`src/rtl/uart_rx_pkg.sv`:
```
// Shared types and helpers for the configurable UART receiver.
// Latency: n/a (types, constants and pure functions only).
// Backpressure: n/a.
package uart_rx_pkg;

    localparam int OSR_DEFAULT = 16;

    typedef enum logic [1:0] {
        PAR_NONE  = 2'd0,
        PAR_EVEN  = 2'd1,
        PAR_ODD   = 2'd2,
        PAR_NONE3 = 2'd3
    } parity_t;

    // FSM state encoding kept as plain constants so older tools and
    // netlist-level debug see stable binary codes.
    typedef logic [2:0] state_t;
    localparam state_t ST_IDLE    = 3'd0;
    localparam state_t ST_START   = 3'd1;
    localparam state_t ST_DATA    = 3'd2;
    localparam state_t ST_PARITY  = 3'd3;
    localparam state_t ST_STOP    = 3'd4;
    localparam state_t ST_WAIT_HI = 3'd5;

    // Out-of-range data-bit settings fall back to 8.
    function automatic logic [3:0] eff_dbits(input logic [3:0] dbits);
        return (dbits >= 4'd5 && dbits <= 4'd9) ? dbits : 4'd8;
    endfunction

    // XOR of the first dbits data bits, inverted for odd parity.
    // XOR with the received parity bit gives the error flag.
    function automatic logic par_calc(input logic [8:0] data,
                                      input logic [3:0] dbits,
                                      input logic       odd);
        logic p;
        p = odd;
        for (int i = 0; i < 9; i++) begin
            if (i < int'(dbits)) begin
                p = p ^ data[i];
            end
        end
        return p;
    endfunction

endpackage

```
`src/rtl/uart_rx_sync_filter.sv`:
```
// Synchronises the async rx pad and optionally applies a 4-of-7 majority vote.
// Latency: SYNC_W+4 clocks on both edges, with or without the vote.
// Backpressure: none; free-running every clock.
module uart_rx_sync_filter #(
    parameter logic SYNC_STAGES   = 1'b1,
    parameter logic MAJORITY_VOTE = 1'b1
) (
    input  logic clk_i,
    input  logic rst_i,
    input  logic rx_i,
    output logic rx_o
);

    localparam int SYNC_W = SYNC_STAGES ? 3 : 2;

    logic [SYNC_W-1:0] sync_q;
    logic [6:0]        hist_q;
    logic [2:0]        ones;

    // Synchroniser chain feeding a 7-deep history; both reset to idle-high.
    always_ff @(posedge clk_i) begin
        if (rst_i) begin
            sync_q <= '1;
            hist_q <= '1;
        end else begin
            sync_q <= {sync_q[SYNC_W-2:0], rx_i};
            hist_q <= {hist_q[5:0], sync_q[SYNC_W-1]};
        end
    end

    // Count ones in the history window for the vote.
    always_comb begin
        ones = 3'd0;
        for (int i = 0; i < 7; i++) begin
            ones = ones + {2'b00, hist_q[i]};
        end
    end

    // Bypass taps hist_q[3] so the delay matches the voted path exactly.
    assign rx_o = MAJORITY_VOTE ? (ones >= 3'd4) : hist_q[3];

endmodule

```
`src/rtl/uart_rx_cfg.sv`:
```
// UART receiver with runtime frame format (5..9 data, none/even/odd parity, 1/2 stop).
// Latency: result registered in the cycle after the last stop-bit sample tick.
// Backpressure: valid/ready; a frame completing while valid & !ready is dropped and flagged by overrun.
module uart_rx_cfg
    import uart_rx_pkg::*;
#(
    parameter int   OSR           = OSR_DEFAULT,
    parameter int   BAUD_W        = 16,
    parameter logic SYNC_STAGES   = 1'b1,
    parameter logic MAJORITY_VOTE = 1'b1
) (
    input  logic              clk_i,
    input  logic              rst_i,
    input  logic              rx_i,
    input  logic [BAUD_W-1:0] baud_div_i,
    input  logic [3:0]        cfg_dbits_i,
    input  logic [1:0]        cfg_parity_i,
    input  logic              cfg_stop2_i,
    output logic [8:0]        data_o,
    output logic              valid_o,
    input  logic              ready_i,
    output logic              parity_err_o,
    output logic              frame_err_o,
    output logic              break_o,
    output logic              overrun_o
);

    localparam int CNT_W = $clog2(OSR);
    localparam logic [CNT_W-1:0] HALF_LAST = CNT_W'(OSR / 2 - 1);
    localparam logic [CNT_W-1:0] FULL_LAST = CNT_W'(OSR - 1);

    logic              rx_f;
    state_t            state_q;
    logic [BAUD_W-1:0] tick_cnt_q;
    logic [BAUD_W-1:0] baud_q;
    logic [CNT_W-1:0]  samp_cnt_q;
    logic [3:0]        bit_cnt_q;
    logic [3:0]        dbits_q;
    logic              par_en_q;
    logic              par_odd_q;
    logic              stop2_q;
    logic [8:0]        shreg_q;
    logic              perr_q;
    logic              ferr_q;
    logic              ones_q;
    parity_t           par_cfg;

    logic tick;
    logic samp;
    logic start_det;
    logic last_stop;
    logic deliver;

    uart_rx_sync_filter #(
        .SYNC_STAGES  (SYNC_STAGES),
        .MAJORITY_VOTE(MAJORITY_VOTE)
    ) u_filter (
        .clk_i(clk_i),
        .rst_i(rst_i),
        .rx_i (rx_i),
        .rx_o (rx_f)
    );

    assign par_cfg = parity_t'(cfg_parity_i);

    // Strobes: oversample tick, bit-centre sample, start detect and frame completion.
    always_comb begin
        tick      = (tick_cnt_q == '0);
        samp      = tick && (samp_cnt_q == ((state_q == ST_START) ? HALF_LAST : FULL_LAST));
        start_det = (state_q == ST_IDLE) && !rx_f;
        last_stop = (bit_cnt_q == (stop2_q ? 4'd1 : 4'd0));
        deliver   = (state_q == ST_STOP) && samp && last_stop;
    end

    // Tick divider: reloads from the live divisor at start, then from the latched copy.
    always_ff @(posedge clk_i) begin
        if (rst_i) begin
            tick_cnt_q <= '0;
        end else if (start_det) begin
            tick_cnt_q <= baud_div_i;
        end else if (tick) begin
            tick_cnt_q <= baud_q;
        end else begin
            tick_cnt_q <= tick_cnt_q - 1'b1;
        end
    end

    // Ticks since the last sample point; half a bit for start, a full bit afterwards.
    always_ff @(posedge clk_i) begin
        if (rst_i) begin
            samp_cnt_q <= '0;
        end else if (start_det) begin
            samp_cnt_q <= '0;
        end else if (tick) begin
            samp_cnt_q <= samp ? '0 : samp_cnt_q + 1'b1;
        end
    end

    // Frame FSM: latch config at start, shift data, check parity and stop bits.
    always_ff @(posedge clk_i) begin
        if (rst_i) begin
            state_q   <= ST_IDLE;
            baud_q    <= '0;
            bit_cnt_q <= '0;
            dbits_q   <= 4'd8;
            par_en_q  <= 1'b0;
            par_odd_q <= 1'b0;
            stop2_q   <= 1'b0;
            shreg_q   <= '0;
            perr_q    <= 1'b0;
            ferr_q    <= 1'b0;
            ones_q    <= 1'b0;
        end else begin
            case (state_q)
                ST_IDLE: begin
                    if (!rx_f) begin
                        state_q   <= ST_START;
                        baud_q    <= baud_div_i;
                        dbits_q   <= eff_dbits(cfg_dbits_i);
                        par_en_q  <= (par_cfg == PAR_EVEN) || (par_cfg == PAR_ODD);
                        par_odd_q <= (par_cfg == PAR_ODD);
                        stop2_q   <= cfg_stop2_i;
                        bit_cnt_q <= '0;
                        shreg_q   <= '0;
                        perr_q    <= 1'b0;
                        ferr_q    <= 1'b0;
                        ones_q    <= 1'b0;
                    end
                end
                ST_START: begin
                    if (samp) begin
                        state_q <= rx_f ? ST_IDLE : ST_DATA;
                    end
                end
                ST_DATA: begin
                    if (samp) begin
                        shreg_q[bit_cnt_q] <= rx_f;
                        ones_q             <= ones_q | rx_f;
                        if (bit_cnt_q == dbits_q - 4'd1) begin
                            bit_cnt_q <= '0;
                            state_q   <= par_en_q ? ST_PARITY : ST_STOP;
                        end else begin
                            bit_cnt_q <= bit_cnt_q + 4'd1;
                        end
                    end
                end
                ST_PARITY: begin
                    if (samp) begin
                        perr_q  <= par_calc(shreg_q, dbits_q, par_odd_q) ^ rx_f;
                        ones_q  <= ones_q | rx_f;
                        state_q <= ST_STOP;
                    end
                end
                ST_STOP: begin
                    if (samp) begin
                        ferr_q <= ferr_q | !rx_f;
                        ones_q <= ones_q | rx_f;
                        if (last_stop) begin
                            state_q <= rx_f ? ST_IDLE : ST_WAIT_HI;
                        end else begin
                            bit_cnt_q <= bit_cnt_q + 4'd1;
                        end
                    end
                end
                ST_WAIT_HI: begin
                    if (rx_f) begin
                        state_q <= ST_IDLE;
                    end
                end
                default: state_q <= ST_IDLE;
            endcase
        end
    end

    // Output register: load on completion when free or being drained, else flag overrun.
    always_ff @(posedge clk_i) begin
        if (rst_i) begin
            data_o       <= '0;
            valid_o      <= 1'b0;
            parity_err_o <= 1'b0;
            frame_err_o  <= 1'b0;
            break_o      <= 1'b0;
            overrun_o    <= 1'b0;
        end else begin
            overrun_o <= 1'b0;
            if (deliver) begin
                if (!valid_o || ready_i) begin
                    data_o       <= shreg_q;
                    parity_err_o <= perr_q;
                    frame_err_o  <= ferr_q | !rx_f;
                    break_o      <= !(ones_q | rx_f);
                    valid_o      <= 1'b1;
                end else begin
                    overrun_o <= 1'b1;
                end
            end else if (valid_o && ready_i) begin
                valid_o <= 1'b0;
            end
        end
    end

endmodule

```
`config.mk`:
```
export PLATFORM = sky130hd
export DESIGN_NAME = uart_rx_cfg
export DESIGN_NICKNAME = d
export VERILOG_FILES = /design/src/rtl/uart_rx_pkg.sv /design/src/rtl/uart_rx_sync_filter.sv /design/src/rtl/uart_rx_cfg.sv
export SDC_FILE = /design/constraint.sdc
export NUM_CORES = 1
export LEC_CHECK = 0
export BUFFER_PORTS_ARGS = -buffer_cell sky130_fd_sc_hd__clkbuf_2
export CAP_MARGIN = 20
export CORE_MARGIN = 2
export CORE_UTILIZATION = 35
export CTS_BUF_LIST = sky130_fd_sc_hd__clkbuf_2
export DETAILED_ROUTE_END_ITERATION = 12
export GPL_ROUTABILITY_DRIVEN = 0
export MAX_ROUTING_LAYER = met4
export PLACE_DENSITY = 0.6
export SKIP_CTS_REPAIR_TIMING = 1
export SLEW_MARGIN = 20
export SYNTH_ARGS = -nofsm -noshare
export SYNTH_HDL_FRONTEND = slang
export SYNTH_SLANG_ARGS = --single-unit
```
`constraint.sdc`:
```
create_clock -name clk_i -period 4.4 [get_ports clk_i]
set_input_delay 0.88 -clock clk_i [delete_from_list [all_inputs] [get_ports clk_i]]
set_output_delay 0.88 -clock clk_i [all_outputs]
set_load 0.005 [all_outputs]
```
==> results of run 1 <==
[where the power goes]
part	total [mW]	internal (mW)	switching, mW
Clock	0.333	0.0690	0.264
Sequential	0.960	0.863	0.0971
Combinational	0.684	0.306	0.377
[worst reg2reg max path, delay by kind of cell, from the launching register on]
kind | cells | cell delay [ns]
simple gates | 4 | 1.38
compound gates | 2 | 0.40
fa+ha+maj | 4 | 1.41
flops | 1 | 0.36
buf+inv | 2 | 0.12
[per-stage QoR]
step | std cells | instance area (sq um)
2_1_floorplan | 513 | 4397
5_1_grt | 711 | 4805
4_1_cts | 711 | 4805
3_3_place_gp | 695 | 4726
6_report | 711 | 4805
3_5_place_dp | 695 | 4726
[cells by family (layout without fill, tap and decap cells)]
| family | after synthesis | in the layout | synth area share [%] |
|---|---|---|---|
| compound gates | 126 | 126 | 19.89 |
| xor+xnor | 27 | 27 | 5.692 |
| fa+ha+maj | 16 | 16 | 4.895 |
| buf+inv | 51 | 81 | 4.525 |
| flops | 86 | 86 | 39.16 |
| mux | 12 | 12 | 2.732 |
| simple gates | 195 | 195 | 23.11 |
[final cells by class]
class	instances	area, sq um	area share, %
Clock inverter	6	28.78	0.5990
Timing Repair Buffer	43	235.2	4.896
Multi-Input combinational cell	376	2476	51.54
Tap cell	168	210.2	4.375
Inverter	22	82.58	1.719
Sequential cell	86	1722	35.83
Clock buffer	10	50.05	1.042
[routing by layer]
metal	track usage (%)	vias to the layer above	wire length (microns)
met2	25.22	63	4555
met3	5.021	7	424
met1	20.14	1731	4769
met5	-	-	0
met4	4.921	0	125
li1	-	1875	-
[flip-flops by register name, summed over array words and instances (netlist names), 4 cells and up]
name             count
tick_cnt_q          16
dbits_q              4
data_o               9
samp_cnt_q           4
baud_q              16
u_filter.hist_q      7
shreg_q              9
bit_cnt_q            4
[worst max path at each step]
stage / startpoint / end / slack, ns
6_report: u_filter.hist_q[0]$_SDFF_PP1_ / shreg_q[1]$_SDFFE_PP0P_ / 0.67
5_1_grt: u_filter.hist_q[0]$_SDFF_PP1_ / shreg_q[1]$_SDFFE_PP0P_ / 0.44
4_1_cts: u_filter.hist_q[0]$_SDFF_PP1_ / shreg_q[0]$_SDFFE_PP0P_ / 0.63
3_5_place_dp: u_filter.hist_q[0]$_SDFF_PP1_ / shreg_q[1]$_SDFFE_PP0P_ / 0.68
3_3_place_gp: u_filter.hist_q[0]$_SDFF_PP1_ / shreg_q[3]$_SDFFE_PP0P_ / 0.83
2_1_floorplan: u_filter.hist_q[0]$_SDFF_PP1_ / dbits_q[0]$_SDFFE_PP0P_ / 1.00
[cells in the final DEF (no fill, tap or decap), types with 5 or more instances in the layout]
master / n
a211oi_1: 5
a21o_1: 10
a21oi_1: 49
clkbuf_2: 50
dfxtp_1: 86
ha_1: 14
inv_1: 21
mux2i_1: 12
nand2_1: 83
nand2b_1: 7
nand3_1: 9
nor2_1: 32
nor3_1: 13
o211ai_1: 18
o21ai_0: 5
o31ai_1: 6
or2_2: 10
or3_1: 5
xnor2_1: 14
xor2_1: 12
==> key figures, run 1 <==
STA
  – Final worst slack: 0.6679 ns
  – Slew HR: 47.32%
  – RSZ-0062 raised after global routing: false
  – Fmax: 267.9 MHz
  – Final min period: 3.732 ns
  – Setup TNS: 0 ns
  – Clock Skew: 0.02678 ns
  – Final Hold Vio Count: 0
  – Slew @ Worst Pin: 0.7882 ns
  – Slew Viols, Final: 0
  – Hold_ws: 0.4401 ns
  – Period utilization: 84.82%
  – Final setup fails: 0

Synth
  – Synth Register Bits: 86
  – Seq/Total Area, Yosys: 39.16%
  – YS warnings: 0
  – Yosys top cell by area: dfxtp_1
  – Main area contributors after synthesis: dfxtp_1, nand2_1, a21oi_1
  – Most instantiated library cell after synthesis: dfxtp_1
  – Yosys top cell area share: 39.16%
  – Synth unique cells: 64
  – Number of flops mapped to enable cells by yosys: 0
  – Synth Cell Area: 4397 sq um
  – Synth Net Count: 556
  – Ys async rst share: 0%
  – Post-synth top cells: dfxtp_1, nand2_1, a21oi_1, nor2_1, clkbuf_1
  – Mapped Avg Cell Area: 8.571 sq um
  – Cell count after synthesis: 513
  – Ys flop type: dfxtp_1

Critical path
  – Cell family with most CP delay: adder cells
  – Crit Path Category: reg2reg
  – Reg-to-Reg Start: u_filter.hist_q[0]$_SDFF_PP1_
  – R2R Path End: shreg_q[1]$_SDFFE_PP0P_
  – Critical path startpoint category: flip-flop
  – Worst path cell trace: ha_1 > inv_1 > fa_1 > fa_1 > inv_1 > ha_1 > and3b_1 > o21ai_0 > nand2_1 > or4_4 > nor3_2 > a32o_1
  – CP max FO: 9
  – Slowest-stage cell, CP: or4_4
  – Crit path largest cell delay: 0.61 ns
  – CP endpoint kind: flip-flop
  – Worst path arrival time: 4.25 ns
  – WP depth: 12
  – Worst R2R Path Depth: 12
  – Reg-to-reg slack, setup: 0.67 ns
  – Crit path buf inv count: 2
  – CP required: 4.92 ns

Power
  – Max VDD drop: 0.2787 mV
  – Pwr Total: 1.976 mW
  – PwrDens: 411.4 nW/um^2
  – Leakage: 1.939 nW

Placement
  – Setup WS pre-CTS: 0.6816 ns
  – DP Wirelength: 6966 microns
  – Port Buffers: 40

Hold path
  – Hold WC Path Type: reg2reg
  – Hold depth: 1
  – Hold Crit Start: u_filter.sync_q[1]$_SDFF_PP1_
  – WHS Endpoint: u_filter.sync_q[2]$_SDFF_PP1_

Cells and area
  – Post-layout util: 39.51%
  – Share of layout cells above drive strength 1: 15.29%
  – Ant diodes: 0
  – Filler cells: 1247
  – Layout Nets: 581
  – Area delta synth->final: 9.277%

Drt
  – Via/cell ratio: 5.170
  – Wire per inst: 13.89 microns
  – Vias: 3676
  – DRC: 0
  – Total Wirelength: 9875 microns
  – Initial DRC count: 171
  – Drt first pass iters: 4
  – Post-route ant nets: 0

Die
  – Die Footprint: 13470 sq um
  – Num rows: 40
  – Core footprint: 12160 sq um
  – Die H: 116.1 microns
  – Die width: 116.1 microns
  – # IOs: 41
  – Initial Util: 36.15%

CTS
  – Register clock-pin slew on the reported worst setup and hold paths: 0.22 ns
  – Worst skew pair latency: 0.57 ns
  – CTS tree: done
  – Inserted Clock Buffers: 9
  – Clock Sinks: 86
  – Clock Tree Buf Depth: 2
  – Root buf cell: clkbuf_2
  – H-Tree Depth: 3

Global routing
  – GR Overflow Total: 0
  – Antenna violations before repair: 0
  – Largest net degree at the start of global routing: 44
  – Gr usage total: 16.18%
  – First-pass GRT wire length: 16590 microns
  – Via count of the first global-routing pass: 3452

Status
  – Status: completed

Job
  – Maxcap violations: 0
Note: power is estimated with default switching activity, not from simulation.
==> run 2, diff against run 1 <==
Settings changed: PLACE_DENSITY 0.6 to 0.62.
Clock period 4.4 ns to 3 ns, I/O delays scaled along.
==> key figures, run 2 (synthesized netlist as in run 1, its figures left out) <==
Die
  – Core footprint: 12160 sq um
  – Die Footprint: 13470 sq um
  – Die H: 116.1 microns
  – Initial Util: 36.15%
  – Die width: 116.1 microns
  – Num rows: 40
  – # IOs: 41

Power
  – Net Sw Frac: 38.09%
  – Sequential share of power: 42.8%
  – Leakage: 2.212 nW
  – P_sw: 1.245 mW
  – Power Internal: 2.024 mW
  – Clk pwr share: 18.6%
  – PwrDens: 606.5 nW/um^2
  – Max VDD drop: 0.5226 mV
  – Gate power share: 38.6%

Critical path
  – Reg-to-Reg Start: u_filter.hist_q[1]$_SDFF_PP1_
  – Worst R2R Path Depth: 12
  – Critical path startpoint category: flip-flop
  – Worst path cell trace: ha_4 > inv_2 > fa_1 > fa_2 > inv_2 > ha_4 > and3b_2 > o21ai_4 > nand2_4 > or4_4 > nor3b_4 > a32o_2
  – CP max FO: 5
  – Slowest-stage cell, CP: fa_1
  – Worst path arrival time: 3.71 ns
  – Reg-to-reg slack, setup: -0.14 ns
  – CP endpoint kind: flip-flop
  – Crit Path Category: reg2reg
  – R2R Path End: shreg_q[4]$_SDFFE_PP0P_
  – Crit path largest cell delay: 0.46 ns
  – CP required: 3.57 ns

STA
  – Final Hold Vio Count: 0
  – Slew HR: 58.03%
  – Fmax: 318.2 MHz
  – Clock Skew: 0.05488 ns
  – Slew Viols, Final: 0
  – Final worst slack: -0.1424 ns
  – Period utilization: 104.7%
  – Final setup fails: 54
  – Slew @ Worst Pin: 0.6257 ns
  – Hold_ws: 0.1991 ns
  – Final min period: 3.142 ns
  – RSZ-0062 raised after global routing: true

Cells and area
  – Layout Nets: 597
  – Commonest non-fill, non-tap cell in the layout: dfxtp_1
  – Footprint of the multi-input gates: 2833 sq um
  – Filler cells: 1195
  – Cell area after layout: 5389 sq um
  – Largest registers: baud_q: 16 flops, tick_cnt_q: 16 flops
  – Area delta synth->final: 22.57%
  – Most frequent cells in the layout: dfxtp_1, nand2_1, clkbuf_2
  – Share of layout cells above drive strength 1: 30.05%
  – Ant diodes: 0
  – Finished Layout Cells: 727
  – FF+latch area: 1724 sq um

Global routing
  – Antenna violations before repair: 0
  – First-pass GRT wire length: 16700 microns
  – Via count of the first global-routing pass: 3482
  – Largest net degree at the start of global routing: 41
  – GR Overflow Total: 0
  – Gr usage total: 16.31%

CTS
  – Worst skew pair latency: 0.63 ns
  – Clock Sinks: 86
  – CTS tree: done
  – Register clock-pin slew on the reported worst setup and hold paths: 0.23 ns
  – Clock Tree Buf Depth: 2
  – H-Tree Depth: 3
  – Root buf cell: clkbuf_2
  – Inserted Clock Buffers: 9

Placement
  – Area post-placement: 4845 sq um
  – Port Buffers: 40
  – Setup WS pre-CTS: -0.1970 ns
  – Placed insts: 706
  – DP Wirelength: 7157 microns

Drt
  – Wire per inst: 15.02 microns
  – Total Wirelength: 10920 microns
  – DRC: 0
  – Via/cell ratio: 5.254
  – Vias: 3820
  – Drt first pass iters: 4
  – Post-route ant nets: 0
  – Initial DRC count: 196

Hold path
  – Hold WC Path Type: in2reg
  – Hold depth: 2
  – Hold Crit Start: rx_i
  – WHS Endpoint: u_filter.sync_q[0]$_SDFF_PP1_

Status
  – Failing checks: negative setup slack
  – Status: finished with violations

Job
  – Maxcap violations: 0
[run 2: cell count changes in the layout (fill, tap and decap cells not counted), sizes merged]
| cell | before | now |
|---|---|---|
| buf | 3 | 16 |
| clkbuf | 50 | 53 |
| clkinv | 6 | 4 |
| bufinv | 0 | 1 |
| inv | 21 | 22 |
[run 2: area by class of cell]
type / count / area share [%]
inverters: 22 / 1.532
repair buffers: 59 / 7.941
clock inverters: 6 / 1.138
clock buffers: 10 / 0.9287
well taps: 168 / 3.901
flip-flops and latches: 86 / 31.99
multi-input cells: 376 / 52.57
[run 2: critical path: cells and delay by family (launching register included)]
kind	cells	cell delay (ns)
flip-flops	1	0.38
AO/OA/AOI/OAI	2	0.33
adder cells (fa/ha/maj)	4	1.25
buffers and inverters	2	0.10
AND/OR/NAND/NOR	4	1.08
[run 2: stage by stage]
step / utilization (%) / setup TNS, ns / power [mW]
6_report: 44.31 / -2.746 / 3.269
5_1_grt: 44.31 / -9.191 / 3.485
4_1_cts: 40.75 / -7.810 / 3.107
3_5_place_dp: 39.84 / -6.932 / 2.489
3_3_place_gp: 39.84 / -3.105 / 2.462
2_1_floorplan: - / 0 / 2.243
[run 2: routing by layer]
metal  vias up  track usage, %  share of wire (%)
li1       1902               -                  -
met1      1818           20.14                 47
met2        84           25.38                 47
met4         0           5.635                1.3
met5         -               -                  0
met3        16           4.969                4.7
[run 2: power by group through the flow]
stage	logic (mW)	clock network (mW)	registers (mW)
3_5_place_dp	1.07	0	1.41
3_3_place_gp	1.05	0	1.41
5_1_grt	1.39	0.676	1.42
2_1_floorplan	0.871	0	1.37
6_report	1.26	0.609	1.40
4_1_cts	1.08	0.634	1.39
[run 2: worst max-delay path by stage]
stage	endpoint	cells after the start	from	slack, ns
3_3_place_gp	shreg_q[0]$_SDFFE_PP0P_	12	u_filter.hist_q[0]$_SDFF_PP1_	-0.12
6_report	shreg_q[4]$_SDFFE_PP0P_	12	u_filter.hist_q[1]$_SDFF_PP1_	-0.14
5_1_grt	shreg_q[4]$_SDFFE_PP0P_	12	u_filter.hist_q[1]$_SDFF_PP1_	-0.24
2_1_floorplan	tick_cnt_q[10]$_SDFF_PP0_	14	u_filter.hist_q[0]$_SDFF_PP1_	0.001
3_5_place_dp	bit_cnt_q[2]$_SDFFE_PP0P_	12	u_filter.hist_q[0]$_SDFF_PP1_	-0.20
4_1_cts	tick_cnt_q[9]$_SDFF_PP0_	13	u_filter.hist_q[0]$_SDFF_PP1_	-0.22
==> run 3, diff against run 2 <==
Settings changed: GPL_TIMING_DRIVEN from default to 0.
==> key figures, run 3 (synthesized netlist as in run 1, its figures left out) <==
Power
  – Leakage: 2.291 nW
  – Max VDD drop: 0.4410 mV
  – PwrDens: 602.4 nW/um^2

Critical path
  – Worst path arrival time: 3.66 ns
  – Crit Path Category: reg2reg
  – CP endpoint kind: flip-flop
  – CP required: 3.45 ns
  – CP max FO: 10
  – Critical path startpoint category: flip-flop
  – Reg-to-reg slack, setup: -0.22 ns

Die
  – Die H: 116.1 microns
  – Initial Util: 36.15%
  – Die Footprint: 13470 sq um
  – Die width: 116.1 microns
  – # IOs: 41
  – Num rows: 40
  – Core footprint: 12160 sq um

Placement
  – Placed insts: 720
  – DP Wirelength: 7968 microns
  – Port Buffers: 39

Cells and area
  – Layout Nets: 618
  – Ant diodes: 0
  – Most frequent cells in the layout: dfxtp_1, nand2_1, clkbuf_2
  – Finished Layout Cells: 747
  – Area delta synth->final: 26.66%
  – Post-layout util: 45.79%
  – Largest registers: baud_q: 16 flops, tick_cnt_q: 16 flops
  – FF+latch area: 1724 sq um
  – Footprint of the multi-input gates: 2858 sq um
  – Filler cells: 1178
  – Share of layout cells above drive strength 1: 29.36%
  – Commonest non-fill, non-tap cell in the layout: dfxtp_1

Global routing
  – Largest net degree at the start of global routing: 14
  – Via count of the first global-routing pass: 3632
  – GR Overflow Total: 0
  – Antenna violations before repair: 0
  – Gr usage total: 17.47%
  – First-pass GRT wire length: 17910 microns

STA
  – Clock Skew: 0.03693 ns
  – RSZ-0062 raised after global routing: true
  – Final Hold Vio Count: 0
  – Slew Viols, Final: 0
  – Slew HR: 45.13%
  – Final worst slack: -0.2161 ns
  – Slew @ Worst Pin: 0.8231 ns
  – Fmax: 310.9 MHz
  – Final min period: 3.216 ns
  – Final setup fails: 56
  – Period utilization: 107.2%

Drt
  – Initial DRC count: 200
  – Vias: 3904
  – Wire per inst: 15.60 microns
  – Drt first pass iters: 5
  – DRC: 0
  – Post-route ant nets: 0
  – Total Wirelength: 11650 microns
  – Via/cell ratio: 5.226

CTS
  – CTS tree: done
  – Root buf cell: clkbuf_2
  – Clock Tree Buf Depth: 2
  – Inserted Clock Buffers: 9
  – Clock Sinks: 86
  – Worst skew pair latency: 0.58 ns
  – Register clock-pin slew on the reported worst setup and hold paths: 0.22 ns
  – H-Tree Depth: 3

Status
  – Failing checks: negative setup slack
  – Status: finished with violations

Hold path
  – Hold WC Path Type: in2reg

Job
  – Maxcap violations: 0
run 3: changes by cell type in the layout (fill, tap and decap cells not counted), moves of 2 or more:
cell	delta
buf_8	+3
buf_1	+2
buf_4	-4
nand2_8	+3
clkbuf_1	+18
nand2_2	-3
run 3: worst max-delay path: stages, from the launching register on:
cell and delay, ns:
dfxtp_2 0.37, ha_4 0.26, inv_2 0.03, fa_1 0.46
fa_2 0.35, inv_2 0.07, ha_4 0.18, and3b_2 0.23
or3_4 0.38, nand2_8 0.10, buf_4 0.14, nand2_8 0.10
buf_8 0.21, o211ai_1 0.13, a21oi_2 0.09
run 3: routing by layer:
metal / track usage [%] / part of all wire, % / vias to the layer above / routed length (microns)
met5: - / 0 / - / 0
met4: 4.365 / 2.1 / 0 / 250
met3: 4.603 / 3.8 / 22 / 445
met2: 27.72 / 48 / 107 / 5595
met1: 22.24 / 46 / 1832 / 5360
li1: - / - / 1943 / -
run 3: metrics by stage:
| stage | power (mW) | TNS [ns] | cell area, sq um | setup slack [ns] | hold WS [ns] |
|---|---|---|---|---|---|
| 2_1_floorplan | 2.243 | 0 | 4448 | 0.001352 | 0.3895 |
| 3_3_place_gp | 2.453 | -12.80 | 4853 | -0.3253 | 0.3931 |
| 3_5_place_dp | 2.472 | -15.17 | 4853 | -0.3875 | 0.3981 |
| 4_1_cts | 3.132 | -16.37 | 4979 | -0.4075 | 0.2163 |
| 5_1_grt | 3.559 | -12.90 | 5569 | -0.2895 | 0.2008 |
| 6_report | 3.355 | -7.278 | 5569 | -0.2161 | 0.2430 |
run 3: path summary, 6_finish.rpt:
| kind | from | end | depth (start not counted) |
|---|---|---|---|
| worst max-delay path | u_filter.hist_q[1]$_SDFF_PP1_ | tick_cnt_q[8]$_SDFF_PP0_ | 14 |
| worst min-delay path | baud_div_i[2] | baud_q[2]$_SDFFE_PP0P_ | 3 |
| worst max register to register | u_filter.hist_q[1]$_SDFF_PP1_ | tick_cnt_q[8]$_SDFF_PP0_ | 14 |
| worst min register to register | u_filter.sync_q[2]$_SDFF_PP1_ | u_filter.hist_q[0]$_SDFF_PP1_ | 1 |
run 3: area by class of cell:
type / count / share of cell area (%)
tap: 168 / 3.774
buffer: 29 / 3.707
timing repair buffer: 51 / 6.515
clock buffer: 10 / 0.8987
inverter: 22 / 1.483
clock inverter: 5 / 1.348
multi-input combinational: 376 / 51.31
sequential: 86 / 30.96
run 3: power by group:
group	leakage, nW	switching [mW]	internal [mW]
logic	1.51	0.740	0.581
registers	0.697	0.111	1.27
clock network	0.0815	0.387	0.271
total	2.29	1.24	2.12
